===== src/rtl/multi_tap_adder.sv =====
// multi_tap_adder
// Streaming tap adder: sums the current sample with TAPS-1 delayed copies of
// the accepted-sample stream, spaced SPACING accepts apart. History lives in a
// circular buffer of depth (TAPS-1)*SPACING. Each tap has its own copy of that
// buffer so every copy needs only one write port and one registered read port.
// Output is registered, valid-qualified and only produced once the history
// is fully primed.

module multi_tap_adder #(
  parameter int DATA_W  = 8,
  parameter int TAPS    = 3,
  parameter int SPACING = 16,
  parameter int SIGNED  = 0,
  parameter int SUM_W   = DATA_W + $clog2(TAPS)
) (
  input  logic              clk,
  input  logic              rst,
  input  logic              en,
  input  logic [DATA_W-1:0] indata,
  input  logic              flush,
  output logic [SUM_W-1:0]  sum,
  output logic              sum_valid,
  output logic              primed
);

  // History geometry
  localparam int DEPTH  = (TAPS - 1) * SPACING;
  localparam int PTR_W  = (DEPTH > 1) ? $clog2(DEPTH) : 1;
  localparam int FILL_W = $clog2(DEPTH + 1);
  localparam int NRD    = TAPS - 1;

  // Operand extension to the full sum width (zero- or sign-extend)
  function automatic logic [SUM_W-1:0] extend(input logic [DATA_W-1:0] v);
    logic [SUM_W-1:0] r;
    if (SIGNED != 0) begin
      r = {{(SUM_W - DATA_W){v[DATA_W-1]}}, v};
    end else begin
      r = {{(SUM_W - DATA_W){1'b0}}, v};
    end
    return r;
  endfunction

  logic              accept;
  logic [PTR_W-1:0]  wr_ptr_reg;
  logic [PTR_W-1:0]  wr_ptr_next;
  logic [FILL_W-1:0] fill_reg;
  logic [FILL_W-1:0] fill_next;
  logic              primed_reg;
  logic [SUM_W-1:0]  sum_reg;
  logic [SUM_W-1:0]  sum_next;
  logic              sum_valid_reg;
  logic [DATA_W-1:0] tap_data [NRD];

  // flush discards a coincident sample; rst overrides everything
  assign accept = en & ~flush & ~rst;

  // Next write pointer: cleared by rst/flush, advances (with wrap) on accept.
  // The tap read addresses are derived from this next value so that the
  // registered reads already point at the right slots for the next accept.
  always_comb begin
    wr_ptr_next = wr_ptr_reg;
    if (rst || flush) begin
      wr_ptr_next = '0;
    end else if (en) begin
      if (wr_ptr_reg == PTR_W'(DEPTH - 1)) begin
        wr_ptr_next = '0;
      end else begin
        wr_ptr_next = wr_ptr_reg + PTR_W'(1);
      end
    end
  end

  // Next fill count: cleared by rst/flush, saturates at DEPTH
  always_comb begin
    fill_next = fill_reg;
    if (rst || flush) begin
      fill_next = '0;
    end else if (en && (fill_reg != FILL_W'(DEPTH))) begin
      fill_next = fill_reg + FILL_W'(1);
    end
  end

  // One history copy per delayed tap
  generate
    for (genvar gi = 0; gi < NRD; gi++) begin : g_tap
      localparam int OFFSET = (gi + 1) * SPACING;

      logic [DATA_W-1:0] mem [DEPTH];
      logic [PTR_W:0]    addr_wide;
      logic [PTR_W-1:0]  rd_addr;
      logic [DATA_W-1:0] rd_data_reg;

      // Read address = next pointer - OFFSET, modulo DEPTH (OFFSET <= DEPTH)
      always_comb begin
        addr_wide = {1'b0, wr_ptr_next} + (PTR_W + 1)'(DEPTH - OFFSET);
        if (addr_wide >= (PTR_W + 1)'(DEPTH)) begin
          addr_wide = addr_wide - (PTR_W + 1)'(DEPTH);
        end
        rd_addr = addr_wide[PTR_W-1:0];
      end

      // History write: only accepted samples are stored
      always_ff @(posedge clk) begin
        if (accept) begin
          mem[wr_ptr_reg] <= indata;
        end
      end

      // Registered read with forwarding of a sample written on the same edge
      // (happens when the tap distance is one accept, e.g. SPACING=1)
      always_ff @(posedge clk) begin
        if (accept && (rd_addr == wr_ptr_reg)) begin
          rd_data_reg <= indata;
        end else begin
          rd_data_reg <= mem[rd_addr];
        end
      end

      assign tap_data[gi] = rd_data_reg;
    end
  endgenerate

  // Exact tap sum: all operands extended to SUM_W before adding
  always_comb begin
    sum_next = extend(indata);
    for (int k = 0; k < NRD; k++) begin
      sum_next = sum_next + extend(tap_data[k]);
    end
  end

  // Control and output registers
  always_ff @(posedge clk) begin
    if (rst) begin
      wr_ptr_reg    <= '0;
      fill_reg      <= '0;
      primed_reg    <= 1'b0;
      sum_reg       <= '0;
      sum_valid_reg <= 1'b0;
    end else begin
      wr_ptr_reg    <= wr_ptr_next;
      fill_reg      <= fill_next;
      primed_reg    <= (fill_next == FILL_W'(DEPTH));
      sum_valid_reg <= 1'b0;
      if (accept && primed_reg) begin
        sum_reg       <= sum_next;
        sum_valid_reg <= 1'b1;
      end
    end
  end

  assign sum       = sum_reg;
  assign sum_valid = sum_valid_reg;
  assign primed    = primed_reg;

endmodule


===== config.mk =====
export PLATFORM = sky130hd
export DESIGN_NAME = multi_tap_adder
export DESIGN_NICKNAME = d
export VERILOG_FILES = /design/src/rtl/multi_tap_adder.sv
export SDC_FILE = /design/constraint.sdc
export NUM_CORES = 1
export LEC_CHECK = 0
export BUFFER_PORTS_ARGS = -buffer_cell sky130_fd_sc_hd__buf_2
export CAP_MARGIN = 20
export CORE_MARGIN = 4
export CORE_UTILIZATION = 55
export DETAILED_ROUTE_END_ITERATION = 8
export PLACE_DENSITY_LB_ADDON = 0.25
export SLEW_MARGIN = 20
export SYNTH_ARGS = -nofsm -noshare
export SYNTH_HDL_FRONTEND = slang
export SYNTH_SLANG_ARGS = --single-unit

===== constraint.sdc =====
create_clock -name clk -period 4.7 [get_ports clk]
set_clock_uncertainty 0.15 [all_clocks]
set_input_delay 1.41 -clock clk [delete_from_list [all_inputs] [get_ports clk]]
set_output_delay 1.41 -clock clk [all_outputs]
set_load 0.01 [all_outputs]

**Word-level counts from Yosys, hierarchy flattened**

Memories as Yosys holds them, arrays and structs flattened. A register that Yosys moved wholly into a read port is not among the register bits.
Index checks and enable logic that the tools add are counted.

- Bits in registers: 23
- Latch bits: 0
- Bits in writable memories: 512
- Bits in read-only memories: 0
- Bits of input ports: 12
- Output and inout bits: 12
- Memories: 2

Memory list:

| memory | depth | width | rd ports | clocked after memory_dff | wr ports | line | RTL |
|---|---|---|---|---|---|---|---|
| g_tap[0].mem | 32 | 8 | 1 | 1 | 1 | 88 | `logic [DATA_W-1:0] mem [DEPTH];` |
| g_tap[1].mem | 32 | 8 | 1 | 1 | 1 | 88 |  |

- Add/subtract/negate cells: 7
- $mul: 0
- Div/mod/pow operators: 0
- $lt $le $gt $ge: 2
- Eq/ne operators: 3
- Shift operators: 0
- Multiplexer cells: 10
- Bitwise logic cells: 4
- Reduce and logical (&&, ||, !) cells: 3

Operator list:

| operator | number |
|---|---|
| 5-bit 2-to-1 mux | 5 |
| 6-bit 2-to-1 mux | 2 |
| 9-bit by 8-bit adder with 10-bit output | 1 |
| 5-bit by 1-bit subtractor with 5-bit output, second input constant | 2 |
| 8-bit by 8-bit adder with 9-bit output | 1 |
| 5-bit by 5-bit adder with 6-bit output, second input constant | 1 |
| 6-bit by 1-bit adder with 6-bit output, second input constant | 1 |
| 6-bit equality test, second input constant | 1 |
| 5-bit by 6-bit >= comparator with 1-bit output, second input constant | 1 |
| 6-bit >= comparator, second input constant | 1 |
| 6-bit inequality test, second input constant | 1 |
| 5-bit by 1-bit adder with 5-bit output, second input constant | 1 |
| 5-bit equality test, second input constant | 1 |
| 1-bit 2-to-1 mux | 3 |
| 1-bit bitwise AND | 2 |
| 1-bit logical AND | 2 |
| 1-bit inverter | 2 |
| 1-bit logical OR | 1 |

**Depth between registers and ports, before layout**

- Depth in word-level cells: 7
- Mapped depth: 13
- Depth with buffers taken out: 13

**Worst setup path before layout**

Ideal clock, no wire load.

- Path kind: in2reg
- Start: in indata[1]
- End: reg sum_reg[7] (netlist: sum[7])
- Arrival time: 3.467 ns
- Required time: 4.463 ns
- Path slack: 0.996 ns
- Stages on the path: 10
- Path through: fa_1 > ha_1 > inv_1 > fa_1 > nor2b_1 > o21ai_0 > a21boi_0 > o21ai_0 > and3_1 > o31ai_1

- Word-level cells in the longest chain between the ends: 2

Ends and longest elaborated chain:

| element | line | RTL |
|---|---|---|
| from (decl) | 19 | `input logic [DATA_W-1:0] indata,` |
| 8-bit by 8-bit adder with 9-bit output | 127 | `sum_next = sum_next + extend(tap_data[k]);` |
| 9-bit by 8-bit adder with 10-bit output | 127 |  |
| to (signal assigned) | 145 | `sum_reg <= sum_next;` |
| to (decl) | 49 | `logic [SUM_W-1:0] sum_reg;` |

Every way passes these cells.
A chain may end at the register's enable or synchronous reset.

**Worst setup path after layout**

- Start: in indata[2]
- End: reg sum_reg[8] (netlist: sum[8])

The elaborated chain is that of the path after synthesis.

==> reports/metrics.cfg <==
[run_status]
run_status=finished clean

[grt]
grt_max_degree=48
use_met2=0.371
grt_first_pass_wirelength_um=43200
grt-ovfl-total=0
grt-busiest-layer=met2
antenna_found_initial=1
grtUsageMet1=0.322
grt.total_usage=0.233
met3_usage=0.0635
grt_pass1_vias=7168

[hold_path]
whs_path_depth=2
hold_class=flop to flop

[setup_path]
worstPathRequired_ps=4960
max_stage_delay_ps=600
worstReg2RegEnd=g_tap[0].rd_data_reg[6]
cp_cell_sequence=buf_2, fa_1, ha_1, a21o_1, a21oi_1, o21ai_0, a2111oi_0, nor3_1, xnor2_1, o21ai_0
crit_cells=10
crit_path_max_fanout=2
crit_start=indata[2]
path_common_cell=o21ai_0
critPathKind=input pin to flop
crit_buf_inv=1
start_kind=input pin
rrSetupSlack_ps=1170
critPathSlowestCell=a2111oi_0
end_kind=flop
r2r-start=wr_ptr_reg[0]
endpoint=sum[8]
worst_r2r_path_depth=11
crit_family=compound AO/OA/AOI/OAI gates
arrival_ps=3970

[synth]
ys_ff_latch=295
async_flop_share=0
yosysSeqAreaShare=0.702
synthesis.nets=813
synth_cell_types=61
yosys_warnings=0
postSynthCellCount=778
synth_area_mm2=0.0121
synth_edf_count=256
avgSynthCellArea_um2=15.5
yosys_most_used_dff=edfxtp_1

[pwr]
cellPowerDensity_mw_per_mm2=409
leakagePower_nw=4.49
peakVddDrop_mv=0.314
clkPwrFrac=0.440
seqPwrFrac=0.514
p_sw_frac=0.206
p_comb_frac=0.046
p_switching_mw=1.15
internal-power_mw=4.42

[timing]
tightest_slew_ps=933
fmax_mhz=269
setup-tns-final_ps=0
slew_headroom=0.378
rsz0062_at_grt=false
drv_slew=0
setup-violations-final=0
period_minus_slack_ps=3710
hold_violations=0
finalCritPeriodShare=0.790

[cells_and_area]
num-fill-cells=1442
layout-area-overhead-vs-synth_pct=12.7
largest_register_ffs=256
final_area_mm2=0.0136
layout.nets=851
final_cell_mix=edfxtp_1, mux2i_1, nor2_1, dfxtp_1, o221ai_1
n_antenna_cell=0
drive_gt1_frac=0.171
layout_commonest_cell=edfxtp_1

[die]
initial_core_util=0.567
std_cell_rows=53
ioPinCount=24
die_area_mm2=0.0244
core_mm2=0.0213
die-height_um=156
fp.dieW_um=156

[clock_network]
htreeDepth=1
postCtsSetupBuffers=0
cts_num_sinks=295
clk_pin_slew_ps=60
cts_buffers=30
cts_buffer_depth=3
cts_root_buf=clkbuf_16
cts-resized-gates=0
clk-insertion-delay-late_ps=550
hold_buffers=0
cts_tree=done

[routing]
avgRoutedWirePerCell_um=25.3
routed_wl_um=28300
postRouteAntennaNets=0
vias=7181
drt_pre_antenna_iters=5
vias_per_cell=6.44
drtIter0Drc=888
drc=0

[placement]
portBuffers=23
dpl_cell_area_mm2=0.0126
dp_hpwl_um=18100
gp_congestion=0.918

[job]
drv_cap=0

per-layer routing:
layer	routed length [um]	vias to the layer above
met5	7	-
met2	13200	366
li1	-	3184
met3	3050	59
met4	676	2
met1	11300	3570
metrics by stage:
step / hold slack [ps] / total power [mW] / worst slack [ps] / cells / utilization
2_1_floorplan: 321 / 3.06 / 996 / 778 / -
3_3_place_gp: 290 / 3.16 / 641 / 1059 / 0.590
3_5_place_dp: 307 / 3.17 / 572 / 1059 / 0.590
4_1_cts: 316 / 5.59 / 1150 / 1115 / 0.639
5_1_grt: 349 / 5.73 / 889 / 1115 / 0.639
6_report: 314 / 5.56 / 988 / 1115 / 0.639
worst min-delay path by stage:
stage           startpoint     endpoint
2_1_floorplan  fill_reg[5]  fill_reg[5]
3_3_place_gp        sum[4]       sum[4]
3_5_place_dp        sum[1]       sum[1]
4_1_cts             sum[1]       sum[1]
5_1_grt             sum[1]       sum[1]
6_report            sum[1]       sum[1]
logic make-up (layout without fill, tap and decap cells):
| group | count (synthesis) | in the layout | synth area share |
|---|---|---|---|
| AND/OR/NAND/NOR | 144 | 144 | 0.0593 |
| buffers and inverters | 70 | 132 | 0.0290 |
| AO/OA/AOI/OAI | 170 | 170 | 0.115 |
| multiplexers | 67 | 67 | 0.0585 |
| adder cells (fa/ha/maj) | 23 | 23 | 0.0295 |
| flip-flops | 295 | 295 | 0.702 |
| XOR/XNOR | 9 | 9 | 0.00716 |
worst register-to-register path: stages (launching register included):
cell and delay [ps]:
dfxtp_1 600, ha_1 290, and3_1 170, ha_1 250
nor3b_2 90, o21ai_4 300, buf_4 450, mux4_2 570
o22ai_1 160, a31oi_1 90, mux2i_1 210, o21ai_1 80
synth_stat cells, types with 16 or more instances:
master,count,share of area
a21oi_1,22,0.0091
buf_2,25,0.010
dfxtp_1,39,0.065
edfxtp_1,256,0.64
inv_1,16,0.0050
mux2i_1,57,0.047
nand2_1,25,0.0078
nand3_1,21,0.0087
nor2_1,52,0.016
o211ai_1,17,0.011
o21ai_0,18,0.0075
o221ai_1,33,0.024
layout make-up:
type,instances,area [um2],share of cell area
Multi-Input combinational cell,413,3270,0.241
Tap cell,275,344,0.0253
Inverter,19,71.3,0.00525
Timing Repair Buffer,57,395,0.0291
Clock inverter,13,149,0.0110
Sequential cell,295,8470,0.623
Clock buffer,43,892,0.0656
power by group through the flow:
stage	sequential [mW]	clock [mW]	combinational (mW)
6_report	2.86	2.45	0.258
5_1_grt	2.86	2.59	0.279
4_1_cts	2.86	2.47	0.255
3_5_place_dp	2.91	0	0.253
3_3_place_gp	2.91	0	0.248
2_1_floorplan	2.91	0	0.144
Power figures use the tool's default switching activity.
